<file path="src/rtl/vga_timing_gen_if.sv">
// Video timing bundle between the timing generator and its display/fetch consumers.
interface vga_timing_gen_if #(
    parameter int unsigned COORD_W = 11
);
    logic               enable;
    logic               mode_sel;
    logic               mode_active;
    logic               fetch_valid;
    logic [COORD_W-1:0] fetch_x;
    logic [COORD_W-1:0] fetch_y;
    logic               h_sync;
    logic               v_sync;
    logic               disp_ena;
    logic [COORD_W-1:0] column;
    logic [COORD_W-1:0] row;
    logic               line_start;
    logic               frame_start;
    logic [15:0]        frame_count;

    // Generator side: takes run/mode controls, drives all timing outputs.
    modport master (
        input  enable, mode_sel,
        output mode_active, fetch_valid, fetch_x, fetch_y, h_sync, v_sync, disp_ena,
               column, row, line_start, frame_start, frame_count
    );

    // Consumer side.
    modport slave (
        output enable, mode_sel,
        input  mode_active, fetch_valid, fetch_x, fetch_y, h_sync, v_sync, disp_ena,
               column, row, line_start, frame_start, frame_count
    );
endinterface

</file>
<file path="src/rtl/vga_timing_gen.sv">
// Two-mode VGA timing generator with a lookahead fetch stage and a PIPE_DELAY-deep
// display pipeline, line/frame strobes and a frame counter.
module vga_timing_gen #(
    parameter int unsigned COORD_W    = 11,
    parameter int unsigned PIPE_DELAY = 1,
    parameter int unsigned A_H_PIX    = 640,
    parameter int unsigned A_H_FP     = 16,
    parameter int unsigned A_H_PULSE  = 96,
    parameter int unsigned A_H_BP     = 48,
    parameter int unsigned A_V_PIX    = 480,
    parameter int unsigned A_V_FP     = 10,
    parameter int unsigned A_V_PULSE  = 2,
    parameter int unsigned A_V_BP     = 33,
    parameter bit          A_H_POL    = 1'b0,
    parameter bit          A_V_POL    = 1'b0,
    parameter int unsigned B_H_PIX    = 800,
    parameter int unsigned B_H_FP     = 56,
    parameter int unsigned B_H_PULSE  = 120,
    parameter int unsigned B_H_BP     = 64,
    parameter int unsigned B_V_PIX    = 600,
    parameter int unsigned B_V_FP     = 37,
    parameter int unsigned B_V_PULSE  = 6,
    parameter int unsigned B_V_BP     = 23,
    parameter bit          B_H_POL    = 1'b1,
    parameter bit          B_V_POL    = 1'b1
) (
    input logic              pixel_clk,
    input logic              reset,
    vga_timing_gen_if.master vga
);
    localparam int PD = int'(PIPE_DELAY);

    // Per-mode decode points: active width, sync start, sync end (inclusive), last count.
    localparam logic [COORD_W-1:0] A_HPX = COORD_W'(A_H_PIX);
    localparam logic [COORD_W-1:0] A_HSS = COORD_W'(A_H_PIX + A_H_FP);
    localparam logic [COORD_W-1:0] A_HSE = COORD_W'(A_H_PIX + A_H_FP + A_H_PULSE - 1);
    localparam logic [COORD_W-1:0] A_HLS = COORD_W'(A_H_PIX + A_H_FP + A_H_PULSE + A_H_BP - 1);
    localparam logic [COORD_W-1:0] A_VPX = COORD_W'(A_V_PIX);
    localparam logic [COORD_W-1:0] A_VSS = COORD_W'(A_V_PIX + A_V_FP);
    localparam logic [COORD_W-1:0] A_VSE = COORD_W'(A_V_PIX + A_V_FP + A_V_PULSE - 1);
    localparam logic [COORD_W-1:0] A_VLS = COORD_W'(A_V_PIX + A_V_FP + A_V_PULSE + A_V_BP - 1);
    localparam logic [COORD_W-1:0] B_HPX = COORD_W'(B_H_PIX);
    localparam logic [COORD_W-1:0] B_HSS = COORD_W'(B_H_PIX + B_H_FP);
    localparam logic [COORD_W-1:0] B_HSE = COORD_W'(B_H_PIX + B_H_FP + B_H_PULSE - 1);
    localparam logic [COORD_W-1:0] B_HLS = COORD_W'(B_H_PIX + B_H_FP + B_H_PULSE + B_H_BP - 1);
    localparam logic [COORD_W-1:0] B_VPX = COORD_W'(B_V_PIX);
    localparam logic [COORD_W-1:0] B_VSS = COORD_W'(B_V_PIX + B_V_FP);
    localparam logic [COORD_W-1:0] B_VSE = COORD_W'(B_V_PIX + B_V_FP + B_V_PULSE - 1);
    localparam logic [COORD_W-1:0] B_VLS = COORD_W'(B_V_PIX + B_V_FP + B_V_PULSE + B_V_BP - 1);

    typedef struct packed {
        logic               valid;
        logic [COORD_W-1:0] x;
        logic [COORD_W-1:0] y;
        logic               hs;
        logic               vs;
        logic               ls;
        logic               fs;
    } stage_t;

    localparam stage_t RST_STAGE = '{valid: 1'b0, x: '0, y: '0, hs: ~A_H_POL, vs: ~A_V_POL,
                                     ls: 1'b0, fs: 1'b0};

    logic [COORD_W-1:0] h_count, v_count;
    logic               mode_active;
    logic [COORD_W-1:0] h_pix, h_ss, h_se, h_last;
    logic [COORD_W-1:0] v_pix, v_ss, v_se, v_last;
    logic               h_pol, v_pol;
    logic               at_h_last, frame_wrap;
    stage_t             s0;
    stage_t             pipe_q [PD+1];
    stage_t             disp;
    logic [15:0]        frame_count;

    // Select the timing constants of the mode the counters are running.
    always_comb begin
        if (mode_active) begin
            h_pix = B_HPX; h_ss = B_HSS; h_se = B_HSE; h_last = B_HLS; h_pol = B_H_POL;
            v_pix = B_VPX; v_ss = B_VSS; v_se = B_VSE; v_last = B_VLS; v_pol = B_V_POL;
        end else begin
            h_pix = A_HPX; h_ss = A_HSS; h_se = A_HSE; h_last = A_HLS; h_pol = A_H_POL;
            v_pix = A_VPX; v_ss = A_VSS; v_se = A_VSE; v_last = A_VLS; v_pol = A_V_POL;
        end
    end

    assign at_h_last  = (h_count == h_last);
    assign frame_wrap = at_h_last && (v_count == v_last);

    // Raster counters; mode only changes at the frame wrap or while stopped.
    always_ff @(posedge pixel_clk or posedge reset) begin
        if (reset) begin
            h_count     <= '0;
            v_count     <= '0;
            mode_active <= 1'b0;
        end else if (!vga.enable) begin
            h_count     <= '0;
            v_count     <= '0;
            mode_active <= vga.mode_sel;
        end else begin
            if (at_h_last) begin
                h_count <= '0;
                v_count <= (v_count == v_last) ? '0 : v_count + COORD_W'(1);
            end else begin
                h_count <= h_count + COORD_W'(1);
            end
            if (frame_wrap) mode_active <= vga.mode_sel;
        end
    end

    // Stage-0 decode of the counters; idle values while stopped.
    always_comb begin
        s0       = '0;
        s0.hs    = ~h_pol;
        s0.vs    = ~v_pol;
        if (vga.enable) begin
            s0.valid = (h_count < h_pix) && (v_count < v_pix);
            s0.x     = (h_count < h_pix) ? h_count : '0;
            s0.y     = (v_count < v_pix) ? v_count : '0;
            s0.hs    = (h_count >= h_ss && h_count <= h_se) ? h_pol : ~h_pol;
            s0.vs    = (v_count >= v_ss && v_count <= v_se) ? v_pol : ~v_pol;
            s0.ls    = (h_count == '0) && (v_count < v_pix);
            s0.fs    = (h_count == '0) && (v_count == '0);
        end
    end

    // Fetch register (index 0) followed by PIPE_DELAY display-alignment registers.
    always_ff @(posedge pixel_clk or posedge reset) begin
        if (reset) begin
            for (int i = 0; i <= PD; i++) pipe_q[i] <= RST_STAGE;
        end else begin
            pipe_q[0] <= s0;
            for (int i = 1; i <= PD; i++) pipe_q[i] <= pipe_q[i-1];
        end
    end

    assign disp = pipe_q[PD];

    // Count frames one cycle after each display frame_start pulse.
    always_ff @(posedge pixel_clk or posedge reset) begin
        if (reset) frame_count <= '0;
        else if (disp.fs) frame_count <= frame_count + 16'd1;
    end

    assign vga.mode_active = mode_active;
    assign vga.fetch_valid = pipe_q[0].valid;
    assign vga.fetch_x     = pipe_q[0].x;
    assign vga.fetch_y     = pipe_q[0].y;
    assign vga.disp_ena    = disp.valid;
    assign vga.column      = disp.x;
    assign vga.row         = disp.y;
    assign vga.h_sync      = disp.hs;
    assign vga.v_sync      = disp.vs;
    assign vga.line_start  = disp.ls;
    assign vga.frame_start = disp.fs;
    assign vga.frame_count = frame_count;
endmodule

</file>
<file path="src/flat_wrapper.sv">
// flat-port wrapper written by rule: the top's interface ports become plain ports
module vga_timing_gen_flat 
#(
    parameter int unsigned COORD_W    = 11,
    parameter int unsigned PIPE_DELAY = 1,
    parameter int unsigned A_H_PIX    = 640,
    parameter int unsigned A_H_FP     = 16,
    parameter int unsigned A_H_PULSE  = 96,
    parameter int unsigned A_H_BP     = 48,
    parameter int unsigned A_V_PIX    = 480,
    parameter int unsigned A_V_FP     = 10,
    parameter int unsigned A_V_PULSE  = 2,
    parameter int unsigned A_V_BP     = 33,
    parameter bit          A_H_POL    = 1'b0,
    parameter bit          A_V_POL    = 1'b0,
    parameter int unsigned B_H_PIX    = 800,
    parameter int unsigned B_H_FP     = 56,
    parameter int unsigned B_H_PULSE  = 120,
    parameter int unsigned B_H_BP     = 64,
    parameter int unsigned B_V_PIX    = 600,
    parameter int unsigned B_V_FP     = 37,
    parameter int unsigned B_V_PULSE  = 6,
    parameter int unsigned B_V_BP     = 23,
    parameter bit          B_H_POL    = 1'b1,
    parameter bit          B_V_POL    = 1'b1
)
  (pixel_clk, reset, vga_enable, vga_mode_sel, vga_mode_active, vga_fetch_valid, vga_fetch_x, vga_fetch_y, vga_h_sync, vga_v_sync, vga_disp_ena, vga_column, vga_row, vga_line_start, vga_frame_start, vga_frame_count);
  vga_timing_gen_if #(.COORD_W(COORD_W)) vga_i ();
  input logic pixel_clk;
  input logic reset;
  input wire logic [$bits(vga_i.enable)-1:0] vga_enable;
  input wire logic [$bits(vga_i.mode_sel)-1:0] vga_mode_sel;
  output wire logic [$bits(vga_i.mode_active)-1:0] vga_mode_active;
  output wire logic [$bits(vga_i.fetch_valid)-1:0] vga_fetch_valid;
  output wire logic [$bits(vga_i.fetch_x)-1:0] vga_fetch_x;
  output wire logic [$bits(vga_i.fetch_y)-1:0] vga_fetch_y;
  output wire logic [$bits(vga_i.h_sync)-1:0] vga_h_sync;
  output wire logic [$bits(vga_i.v_sync)-1:0] vga_v_sync;
  output wire logic [$bits(vga_i.disp_ena)-1:0] vga_disp_ena;
  output wire logic [$bits(vga_i.column)-1:0] vga_column;
  output wire logic [$bits(vga_i.row)-1:0] vga_row;
  output wire logic [$bits(vga_i.line_start)-1:0] vga_line_start;
  output wire logic [$bits(vga_i.frame_start)-1:0] vga_frame_start;
  output wire logic [$bits(vga_i.frame_count)-1:0] vga_frame_count;
  assign vga_i.enable = vga_enable;
  assign vga_i.mode_sel = vga_mode_sel;
  assign vga_mode_active = vga_i.mode_active;
  assign vga_fetch_valid = vga_i.fetch_valid;
  assign vga_fetch_x = vga_i.fetch_x;
  assign vga_fetch_y = vga_i.fetch_y;
  assign vga_h_sync = vga_i.h_sync;
  assign vga_v_sync = vga_i.v_sync;
  assign vga_disp_ena = vga_i.disp_ena;
  assign vga_column = vga_i.column;
  assign vga_row = vga_i.row;
  assign vga_line_start = vga_i.line_start;
  assign vga_frame_start = vga_i.frame_start;
  assign vga_frame_count = vga_i.frame_count;
  vga_timing_gen #(.COORD_W(COORD_W), .PIPE_DELAY(PIPE_DELAY), .A_H_PIX(A_H_PIX), .A_H_FP(A_H_FP), .A_H_PULSE(A_H_PULSE), .A_H_BP(A_H_BP), .A_V_PIX(A_V_PIX), .A_V_FP(A_V_FP), .A_V_PULSE(A_V_PULSE), .A_V_BP(A_V_BP), .A_H_POL(A_H_POL), .A_V_POL(A_V_POL), .B_H_PIX(B_H_PIX), .B_H_FP(B_H_FP), .B_H_PULSE(B_H_PULSE), .B_H_BP(B_H_BP), .B_V_PIX(B_V_PIX), .B_V_FP(B_V_FP), .B_V_PULSE(B_V_PULSE), .B_V_BP(B_V_BP), .B_H_POL(B_H_POL), .B_V_POL(B_V_POL)) u_core (.pixel_clk(pixel_clk), .reset(reset), .vga(vga_i));
endmodule
</file>
<file path="config.mk">
export PLATFORM = sky130hd
export DESIGN_NAME = vga_timing_gen_flat
export DESIGN_NICKNAME = d
export VERILOG_FILES = /design/src/rtl/vga_timing_gen_if.sv /design/src/rtl/vga_timing_gen.sv /design/src/flat_wrapper.sv
export SDC_FILE = /design/constraint.sdc
export NUM_CORES = 1
export LEC_CHECK = 0
export ABC_AREA = 1
export ABC_CLOCK_PERIOD_IN_PS = 2500
export BUFFER_PORTS_ARGS = -buffer_cell sky130_fd_sc_hd__buf_2
export CAP_MARGIN = 5
export CORE_UTILIZATION = 40
export DETAILED_ROUTE_END_ITERATION = 12
export PLACE_DENSITY = 0.67
export SETUP_SLACK_MARGIN = 0.2
export SYNTH_ARGS = -nofsm -noshare
export SYNTH_HDL_FRONTEND = slang
export SYNTH_SLANG_ARGS = --single-unit
</file>
<file path="constraint.sdc">
create_clock -name pixel_clk -period 2.5 [get_ports pixel_clk]
set_clock_uncertainty 0.05 [all_clocks]
set_input_delay 0.125 -clock pixel_clk [delete_from_list [all_inputs] [get_ports pixel_clk]]
set_output_delay 0.125 -clock pixel_clk [all_outputs]
set_load 0.05 [all_outputs]
</file>
**Word level (Yosys, flattened, before mapping)**

Cells that the tools add are included.

- Add/sub/neg operators: 3
- Order comparisons: 6
- Eq/ne operators: 4
- Mux-type cells: 21
- Bitwise gates (word level): 1
- Reductions and logical operators: 8

Operator list:

| cell | number |
|---|---|
| $mux W11 | 8 |
| $mux W10 | 3 |
| $mux W27 | 1 |
| $mux W9 | 3 |
| $add A11 B1 Y11 const B | 2 |
| $ge A11 B10 Y1 | 2 |
| $le A11 B10 Y1 | 2 |
| $logic_not A11 Y1 | 2 |
| $lt A11 B10 Y1 | 2 |
| $add A16 B1 Y16 const B | 1 |
| $eq A11 B10 Y1 | 1 |
| $eq A11 B11 Y1 | 1 |
| $mux W8 | 1 |
| $logic_and A1 B1 Y1 | 6 |
| $mux W1 | 5 |
| $ne A2 B1 Y1 const B | 2 |
| $not A1 Y1 | 1 |

- Flip-flop bits (word level): 93
- Output and inout bits: 67

**Logic depth before layout (Yosys ltp)**

Gate-level depths: netlist (run 1).

- Depth in word-level cells: 5
- Mapped depth: 11

**Worst setup path after synthesis (run 1)**

OpenSTA, ideal clock, no wires.

- Path kind: register to register
- From: register u_core.mode_active (netlist: u_core.vga.mode_active)
- To: register u_core.pipe_q, in the netlist u_core.vga.fetch_x[4]
- Library setup time: 122 ps
- Data arrival time: 2,323 ps
- Required time: 2,328 ps
- Setup slack: 4 ps
- Cell stages (with the launch flop): 10
- Buffers on the path: 1
- Period minus slack after synthesis: 2,496 ps
- Cells stage by stage: dfrtp_1 -> inv_1 -> ha_1 -> nand2_1 -> nor2_1 -> nand2_1 -> and2_1 -> nand3_1 -> buf_4 -> nor2_1

RTL lines:

| what | RTL line | source |
|---|---|---|
| from (decl) | vga_timing_gen.sv:65 | `logic mode_active;` |
| from (signal assigned) | vga_timing_gen.sv:98 | `mode_active <= vga.mode_sel;` |
| from (signal assigned) | vga_timing_gen.sv:106 | `if (frame_wrap) mode_active <= vga.mode_sel;` |
| to (decl) | vga_timing_gen.sv:71 | `stage_t pipe_q [PD+1];` |

==> impl_metrics.csv, run 1 <==
group,metric,value,unit
run_status,outcome,"completed",
power,p_int,2449,uW
power,ir_drop,0.0005339,V
setup_path,crit_arrival,2230,ps
grt,grt_pass1_vias,3540,
cts,htree_levels,3,
yosys,ys.flop_type,"dfrtp_1",
grt,gr-total-overflow,0,
setup_path,crit_chain,"inv_1 > ha_1 > nand2_1 > nor2_1 > nand2_1 > and2_1 > nand3_1 > a211oi_1",
final_layout,insertedDiodeCount,0,
power,p_clk_share,37.5,%
setup_path,path_common_cell,"nand2_1",
final_layout,seq_area,0.002333,sq mm
yosys,yosys.cell_types.count,37,
cts,cts_buffers,9,
cts,worstSkewPairLatency,330,ps
power,switchingPower,974.1,uW
timing,period_share,81.67,%
yosys,ys_ff_latch,93,
setup_path,crit_path_max_incr_delay,400,ps
setup_path,crit_path_top_delay_cell,"dfrtp_2",
power,p_sw_share,28.45,%
cts,cts_resized,0,
cts,postCtsSetupBuffers,0,
route,wl_per_cell,13.46,um
placement,gp_congestion,0.9094,
timing,hold_viol_final,0,
timing,timing.fmax,489.8,MHz
yosys,syn_area,0.004707,sq mm
timing,final-setup-viol-count,0,
floorplan,core_area,0.01147,sq mm
grt,grt_max_degree,44,
power,cellLeakagePower,0.002767,uW
placement,dpl.hpwl,7046,um
floorplan,die_area,0.01221,sq mm
cts,cts_max_path_buffers,2,
grt,grt_pass1_wl,16350,um
cts,postCtsHoldBufs,1,
yosys,synthMostInstantiatedCell,"nand2_1",
route,drc_errors,0,
timing,timing.setup.tns,0,ps
setup_path,worstSetupPathType,"register to register",
setup_path,path_buf_inv,1,
cts,root_buffer,"clkbuf_16",
floorplan,start_util,41.05,%
power,p_comb_share,14.4,%
final_layout,drive_gt1_share,21.38,%
final_layout,multi_input_area,0.001769,sq mm
yosys,synth_edf_count,0,
setup_path,cp-startpoint,"u_core.vga.mode_active",
final_layout,fin_cells,709,
route,ant_nets,0,
worst_hold_path,min_path_type,"input pin to register",
yosys,synthCells,525,
power,power_frac_seq,48.1,%
final_layout,fill_cells,1052,
timing,slew_headroom,58.26,%
final_layout,utilization,45.26,%
floorplan,die_w,110.5,um
power,power.density,659.6,mW/mm^2
route,drtIter0Drc,331,
power,total_power,3423,uW
setup_path,required,2690,ps
route,finalWirelength,9544,um
floorplan,ios,71,
timing,slew_viol_final,0,
yosys,yosysWarnings,0,
setup_path,end_kind,"register",
yosys,synth-async-reset-ratio,100.0,%
cts,clock_sinks,93,
final_layout,synthToLayoutAreaGrowth,10.26,%
final_layout,final_net_count,588,
yosys,synth_top_area_share,47.32,%
yosys,yosys-top-cells-count,"106 x nand2_1, 89 x dfrtp_1, 65 x nor2_1, 53 x inv_1, 45 x buf_4",
floorplan,fp-row-count,39,
worst_hold_path,min_from,"vga_mode_sel",
setup_path,startpoint_type,"register",
floorplan,die_h,110.5,um
timing,worstMarginPinSlew,624.8,ps
setup_path,critPathMaxFanout,11,
flow_run,drv_cap,0,
setup_path,rr_startpoint,"u_core.vga.mode_active",
grt,antenna_found_initial,0,
route,drt-pass1-iter-count,4,
route,avgViaCountPerCell,4.886,
timing,rsz0062_at_grt,"false",
placement,io_buffers,70,
yosys,yosysTopAreaCell,"dfrtp_1",
yosys,ys_seq_area_share,49.55,%
route,route.vias.total,3464,
cts,clk_pin_slew,60,ps
yosys,synth.top_cells.by_area,"dfrtp_1 47%, nand2_1 8.5%, buf_4 7.2%",
timing,period_minus_slack,2042,ps
cts,cts_tree,"yes",
placement,placed_cells,692,
yosys,synth_area_per_cell,8.966,sq um
grt,grt_usage,16.53,%
setup_path,cpLargestDelayFamily,"simple AND/OR/NAND/NOR gates",
stage by stage:
stage	area (sq um)	setup slack [ps]	hold WS, ps
global route	5190	303.1	66.64
CTS	5190	458.0	25.69
finish	5190	458.2	37.40
global placement	4890	525.3	182.8
detailed placement	4890	462.4	192.7
floorplan	4716	339.7	221.7
cell families (layout without fill, tap and decap cells):
logic type,count (synthesis),in the layout,share of synthesized area (%)
other cells,1,2,0.07967
fa+ha+maj,23,23,6.114
buf+inv,107,147,12.95
simple gates,257,257,24.69
compound gates,28,28,3.642
xor+xnor,16,16,2.977
flops,93,93,49.55
cell usage in the layout, fill, tap and decap left out, types with 3 or more instances in the layout:
cell	n
a21oi_1	8
buf_2	70
clkbuf_16	9
clkbuf_8	3
dfrtp_1	88
dfstp_2	4
ha_1	23
inv_1	52
inv_2	3
nand2_1	106
nand2_2	4
nand3_1	37
nand4_1	14
nor2_1	65
nor2_2	4
nor3_1	13
o21ai_0	10
o21ai_2	6
xnor2_1	4
xor2_1	12
cell type report:
| type | count | share of cell area, % |
|---|---|---|
| Timing Repair Buffer | 74 | 7.618 |
| Inverter | 57 | 4.291 |
| Clock buffer | 14 | 5.280 |
| Multi-Input combinational cell | 326 | 34.09 |
| Clock inverter | 2 | 0.3134 |
| Tap cell | 143 | 3.447 |
| Sequential cell | 93 | 44.96 |
routing by layer:
metal  track usage [%]  routed length (um)
met4             7.911                 277
met3             4.007                 624
met2             27.20                4655
met5                 0                   0
met1             20.35                3986
path summary, 6_finish.rpt:
check                      cells after the start  slack, ps                        end
min in group asynchronous                      3        370  u_core.vga.frame_count[9]
hold / removal                                 3         40     u_core.vga.mode_active
setup reg to reg                               8        460     u_core.vga.fetch_valid
setup / recovery                               8        460     u_core.vga.fetch_valid
hold reg to reg                                0        310      u_core.vga.line_start
max in group asynchronous                      4       1340          u_core.h_count[3]
flip-flops by register name (all words and copies together), names as in the netlist:
name	count
u_core.vga.mode_active	1
u_core.v_count	11
u_core.vga.fetch_valid	1
u_core.vga.fetch_y	11
u_core.vga.fetch_x	11
u_core.vga.column	11
u_core.h_count	11
u_core.vga.line_start	1
u_core.vga.frame_count	16
u_core.vga.disp_ena	1
u_core.vga.row	11
u_core.vga.frame_start	1
u_core.pipe_q	4
u_core.vga.v_sync	1
u_core.vga.h_sync	1
tightest hold or removal path, delay by kind of cell:
family                 cells  cell delay [ps]
buffers and inverters      1               90
AND/OR/NAND/NOR            1               80
AO/OA/AOI/OAI              1               80
power by group through the flow:
stage,Sequential (uW),Combinational (uW),Clock [uW]
after floorplan,1830,229,0
after global placement,1670,482,0
after detailed placement,1670,495,0
after CTS,1640,499,1330
after global routing,1650,533,1400
final,1650,494,1280
Note: power is estimated with default switching activity, not from simulation.
==> run 2: changes to the inputs <==
Settings changed: ABC_AREA 1 to 0, ABC_CLOCK_PERIOD_IN_PS 2500 to 2110, PLACE_DENSITY 0.67 to 0.65.
Clock period 2.5 ns to 2.11 ns, I/O delays scaled along.
==> run 2 against run 1 <==
The flow now finishes with violations (setup timing). First-iteration DRC count is 46% lower. Combinational power grew 54%. Worst hold slack better by 59 ps. Clock-buffer cell count decreased by 3. Maximum frequency is 10% lower. Power grew 18%. Setup slack worse by 620 ps. Highest routed layer unchanged.
==> impl_metrics.csv, run 2 <==
group,metric,value,unit
run_status,outcome,"finished with violations",
run_status,failed_checks,"setup timing",
flow_run,drv_cap,0,
floorplan,ios,71,
setup_path,required,2320,ps
yosys,synth-async-reset-ratio,100.0,%
yosys,synth_area_per_cell,11.08,sq um
cts,cts_buffers,9,
final_layout,largest_register_ffs,16,
yosys,synth.top_cells.by_area,"dfrtp_1 51%, buf_4 7.6%, ha_1 6.6%",
yosys,syn_area,0.004364,sq mm
timing,worstMarginPinSlew,676.4,ps
yosys,ys_ff_latch,93,
final_layout,multi_input_area,0.001821,sq mm
timing,period_share,107.8,%
timing,hold_viol_final,0,
final_layout,insertedDiodeCount,0,
yosys,yosys-top-cells-count,"89 x dfrtp_1, 44 x buf_4, 23 x and2_1, 23 x ha_1, 21 x nor2_1",
grt,grt_pass1_vias,2990,
grt,gr-total-overflow,0,
worst_hold_path,min_path_type,"input pin to register",
cts,cts_tree,"yes",
floorplan,die_area,0.01133,sq mm
placement,io_buffers,70,
setup_path,path_buf_inv,2,
final_layout,drive_gt1_share,37.89,%
grt,antenna_found_initial,0,
power,cellLeakagePower,0.002671,uW
final_layout,mostFrequentLayoutCell,"dfrtp_1",
floorplan,fp-row-count,37,
route,wl_per_cell,14.90,um
setup_path,crit_chain,"clkinv_4 > ha_4 > or4b_4 > o41ai_4 > buf_4 > nand2_2 > mux2_4",
timing,timing.fmax,439.7,MHz
route,route.vias.total,3065,
yosys,synth_top_area_share,51.03,%
final_layout,final_cell_mix,"88 x dfrtp_1, 72 x buf_2, 41 x buf_4",
yosys,synthMostInstantiatedCell,"dfrtp_1",
yosys,yosysTopAreaCell,"dfrtp_1",
final_layout,seq_area,0.002333,sq mm
setup_path,critPathMaxFanout,4,
timing,final-setup-viol-count,23,
final_layout,synthToLayoutAreaGrowth,22.94,%
power,power.density,752.8,mW/mm^2
floorplan,core_area,0.01046,sq mm
yosys,ys.flop_type,"dfrtp_1",
timing,rsz0062_at_grt,"true",
yosys,yosys.cell_types.count,50,
route,finalWirelength,9102,um
timing,slew_viol_final,0,
floorplan,die_w,106.5,um
setup_path,startpoint_type,"register",
grt,grt_usage,16.57,%
route,drt-pass1-iter-count,4,
setup_path,crit_path_top_delay_cell,"or4b_4",
final_layout,regMostFlops,"u_core.vga.frame_count",
setup_path,worstSetupPathType,"register to register",
route,drtIter0Drc,180,
route,drc_errors,0,
power,total_power,4039,uW
route,ant_nets,0,
yosys,synthCells,394,
grt,grt_pass1_wl,14610,um
final_layout,fill_cells,931,
timing,period_minus_slack,2274,ps
cts,htree_levels,3,
route,avgViaCountPerCell,5.016,
floorplan,die_h,106.5,um
setup_path,crit_arrival,2480,ps
cts,worstSkewPairLatency,360,ps
timing,slew_headroom,54.81,%
cts,clock_sinks,93,
setup_path,end_kind,"register",
yosys,ys_seq_area_share,53.44,%
final_layout,final_net_count,497,
power,ir_drop,0.0006209,V
cts,root_buffer,"clkbuf_8",
floorplan,start_util,41.71,%
yosys,yosysWarnings,0,
grt,grt_max_degree,44,
timing,hold_slack,96.24,ps
placement,dpl.hpwl,6197,um
placement,gp_congestion,0.8462,
cts,clk_pin_slew,90,ps
setup_path,crit_path_max_incr_delay,540,ps
yosys,synth_edf_count,0,
timing,layout_setup_ws,-164.1,ps
cts,cts_max_path_buffers,2,
setup_path,cpLargestDelayFamily,"simple AND/OR/NAND/NOR gates",
==> run 2: cell count changes after synthesis, moves of 6 or more <==
| cell | delta |
|---|---|
| xnor2_1 | +16 |
| o21ai_0 | +9 |
| xor2_1 | -6 |
| a31oi_1 | +6 |
| clkbuf_1 | +10 |
| o21ai_2 | -6 |
| nand3_1 | -22 |
| nand2_1 | -86 |
| inv_1 | -38 |
| and2_1 | +22 |
| and3_1 | +9 |
| nor2_1 | -44 |
| nor3_1 | -6 |
==> run 2: repair_timing <==
| action | in CTS | in global routing |
|---|---|---|
| hold buffers | 2 | 0 |
| pin swaps | 5 | 12 |
| cloned | 2 | 2 |
| setup endpoints to repair | 45 | 45 |
| endpoints found under the hold margin | 28 | 0 |
| gates resized for setup | 12 | 37 |
| buffers inserted | 3 | 3 |
==> run 2: per-stage QoR <==
step / worst slack (ps) / cell area (sq um) / cells / utilization [%] / setup TNS (ps)
after global routing: -228.1 / 5365 / 611 / 51.28 / -3732
after detailed placement: -210.3 / 4865 / 583 / 46.50 / -2995
after CTS: -116.2 / 5189 / 606 / 49.59 / -867.8
after global placement: -141.9 / 4865 / 583 / 46.50 / -2147
final: -164.1 / 5365 / 611 / 51.28 / -2204
after floorplan: -473.9 / 4432 / 395 / - / -4667
==> run 2: final timing paths <==
kind / startpoint / to / slack (ps) / depth (start not counted)
setup reg to reg: u_core.vga.mode_active / u_core.vga.mode_active / -160 / 7
min in group asynchronous: reset / u_core.h_count[0] / 330 / 3
hold reg to reg: u_core.pipe_q[28] / u_core.vga.line_start / 300 / 0
setup / recovery: u_core.vga.mode_active / u_core.vga.mode_active / -160 / 7
hold / removal: vga_enable / u_core.h_count[1] / 100 / 2
max in group asynchronous: reset / u_core.vga.column[10] / 970 / 4
==> run 2: cell type report <==
cell class                 count  area share, %
clock inverter                 5          1.562
clock buffer                  11          2.635
tap                          136          3.172
multi-input combinational    232          33.93
sequential                    93          43.49
timing repair buffer         119          13.99
inverter                      15          1.213
==> run 2: kinds of logic after synthesis <==
family / synth area share [%]
fa+ha+maj: 6.594
compound gates: 7.598
simple gates: 16.14
flops: 53.44
buf+inv: 10.09
other cells: 0.08593
xor+xnor: 5.218
mux: 0.8313
==> run 2: where the power goes <==
group | internal (uW) | switching, uW
clock network | 702 | 617
logic | 244 | 516
registers | 1880 | 80.4
total | 2830 | 1210
==> run 2: metal layers <==
metal,GRT usage (%),wire (um),vias to the layer above
li1,-,-,1461
met1,21.79,4191,1486
met2,25.79,4243,97
met3,3.127,420,21
met4,9.100,246,0
met5,0,0,-
==> run 3: changes to the inputs <==
--- a/config.mk
+++ b/config.mk
@@ -10,7 +10,9 @@
 export BUFFER_PORTS_ARGS = -buffer_cell sky130_fd_sc_hd__buf_2
 export CAP_MARGIN = 5
-export CORE_UTILIZATION = 40
+export CELL_PAD_IN_SITES_DETAIL_PLACEMENT = 0
+export CELL_PAD_IN_SITES_GLOBAL_PLACEMENT = 2
+export CORE_UTILIZATION = 37
 export DETAILED_ROUTE_END_ITERATION = 12
-export PLACE_DENSITY = 0.65
+export PLACE_DENSITY = 0.85
 export SETUP_SLACK_MARGIN = 0.2
 export SYNTH_ARGS = -nofsm -noshare
==> constraint.sdc (replaced) <==
create_clock -name pixel_clk -period 2.11 [get_ports pixel_clk]
set_clock_uncertainty 0.05 [all_clocks]
set_input_delay 0.211 -clock pixel_clk [delete_from_list [all_inputs] [get_ports pixel_clk]]
set_output_delay 0.211 -clock pixel_clk [all_outputs]
set_load 0.05 [all_outputs]
==> run 3 against run 2 <==
The run still ends with setup timing left. Die area rose by 7.9%. Clock power increased by 30%. Non-clock buffer count is 4 higher. Power increased by 11%. Via count rose by 0.23%. Setup slack better by 36 ps.
==> impl_metrics.csv, run 3 (synthesized netlist as in run 2, its figures left out) <==
group,metric,value,unit
route,wl_per_cell,14.93,um
grt,grt_usage,15.75,%
floorplan,core_area,0.01147,sq mm
final_layout,synthToLayoutAreaGrowth,27.95,%
setup_path,crit_chain,"clkinv_4 > ha_4 > or4b_4 > o41ai_4 > buf_4 > nand2_2 > mux2_4",
worst_hold_path,min_from,"vga_mode_sel",
placement,postPlaceCellArea,0.004866,sq mm
route,ant_nets,0,
cts,clk_pin_slew,60,ps
floorplan,ios,71,
final_layout,final_cell_mix,"88 x dfrtp_1, 70 x buf_2, 43 x buf_4",
timing,period_share,106.1,%
cts,cts_max_path_buffers,2,
route,drt-pass1-iter-count,4,
setup_path,end_kind,"register",
cts,worstSkewPairLatency,340,ps
run_status,failed_checks,"setup timing",
grt,grt_pass1_vias,3125,
final_layout,multi_input_area,0.001878,sq mm
route,avgViaCountPerCell,4.947,
setup_path,crit_path_top_delay_cell,"or4b_4",
placement,io_buffers,70,
final_layout,seq_area,0.002333,sq mm
cts,root_buffer,"clkbuf_16",
worst_hold_path,whs_path_depth,2,
final_layout,insertedDiodeCount,0,
setup_path,required,2280,ps
timing,timing.setup.tns,-868.3,ps
power,ir_drop,0.001034,V
cts,htree_levels,3,
setup_path,crit_path_max_incr_delay,540,ps
final_layout,fill_cells,1018,
timing,layout_setup_ws,-128.3,ps
placement,dpl.hpwl,6159,um
worst_hold_path,min_path_type,"input pin to register",
floorplan,fp-row-count,39,
timing,final-setup-viol-count,28,
cts,cts_tree,"yes",
grt,grt_pass1_wl,15460,um
timing,slew_viol_final,0,
setup_path,r2r_cells,7,
grt,antenna_found_initial,0,
power,cellLeakagePower,0.002728,uW
floorplan,die_area,0.01223,sq mm
setup_path,crit_arrival,2410,ps
final_layout,design_area,0.005584,sq mm
power,power.density,806.3,mW/mm^2
timing,rsz0062_at_grt,"true",
route,finalWirelength,9269,um
timing,period_minus_slack,2238,ps
timing,timing.fmax,446.8,MHz
setup_path,critPathMaxFanout,4,
setup_path,worstSetupPathType,"register to register",
floorplan,start_util,38.06,%
grt,gr-total-overflow,0,
route,route.vias.total,3072,
cts,cts_buffers,9,
final_layout,drive_gt1_share,38.28,%
grt,grt_max_degree,94,
route,drc_errors,0,
final_layout,largest_register_ffs,16,
setup_path,rr_startpoint,"u_core.vga.mode_active",
final_layout,final_net_count,500,
setup_path,startpoint_type,"register",
final_layout,mostFrequentLayoutCell,"dfrtp_1",
floorplan,die_w,110.6,um
flow_run,drv_cap,0,
placement,gp_congestion,0.8364,
floorplan,die_h,110.6,um
setup_path,reg2reg_slack,-130,ps
setup_path,reg2reg_to,"u_core.vga.mode_active",
placement,place_ws,-238.6,ps
run_status,outcome,"finished with violations",
route,drtIter0Drc,151,
worst_hold_path,holdPathEnd,"u_core.vga.mode_active",
final_layout,regMostFlops,"u_core.vga.frame_count",
cts,clock_sinks,93,
timing,hold_viol_final,0,
==> run 3: metrics by stage <==
step | instances | util, % | hold WS [ps] | total power, uW
2_1_floorplan | 395 | - | 281.2 | 2512
3_3_place_gp | 589 | 42.43 | 282.8 | 2693
3_5_place_dp | 589 | 42.43 | 285.5 | 2708
4_1_cts | 619 | 47.51 | 58.21 | 4530
5_1_grt | 621 | 48.70 | 76.95 | 4712
6_report | 621 | 48.70 | 76.36 | 4502
==> run 3: power by group <==
part | internal, uW | total (uW) | leakage, uW | switching, uW
registers | 1880 | 1970 | 0.00125 | 84.1
logic | 289 | 819 | 0.00133 | 531
clock network | 1070 | 1720 | 0.000153 | 647
total | 3240 | 4500 | 0.00273 | 1260
==> run 3: cell type report <==
cell class	count	share of cell area, %
clock buffers	12	4.414
repair buffers	123	14.50
flip-flops and latches	93	41.79
multi-input cells	231	33.63
clock inverters	4	1.300
inverters	15	1.165
well taps	143	3.204
==> run 3: what timing repair did <==
| item | in CTS | in global routing |
|---|---|---|
| hold endpoints to repair | 89 | 0 |
| gates cloned | 2 | 0 |
| endpoints found under the setup margin | 45 | 45 |
| resized for setup | 33 | 24 |
| pin swaps | 13 | 6 |
| buffers inserted | 11 | 2 |
| hold buffers | 1 | 0 |
==> run 3: how the worst max path moves through the flow <==
stage,cells past startpoint,endpoint,startpoint,slack (ps)
2_1_floorplan,7,u_core.vga.mode_active,u_core.vga.mode_active,-470
3_3_place_gp,8,u_core.v_count[4],u_core.v_count[0],-140
3_5_place_dp,8,u_core.v_count[8],u_core.v_count[0],-240
4_1_cts,7,u_core.vga.mode_active,u_core.vga.mode_active,-110
5_1_grt,11,u_core.pipe_q[28],u_core.vga.mode_active,-190
6_report,7,u_core.vga.mode_active,u_core.vga.mode_active,-130
==> run 3: worst max-delay path: cells and delay by family (launching register included) <==
kind / cells / cell delay, ps
and+or+nand+nor: 2 / 600
DFF: 1 / 430
AOI/OAI and AO/OA: 1 / 310
muxes: 1 / 290
buffers and inverters: 2 / 260
adders and majority gates: 1 / 190
==> run 3: layer usage <==
metal / global-route usage [%] / up-vias / routed length, um
li1: - / 1472 / -
met1: 21.19 / 1517 / 4341
met2: 24.76 / 74 / 4422
met3: 3.897 / 9 / 388
met4: 5.422 / 0 / 117
met5: 0 / - / 0
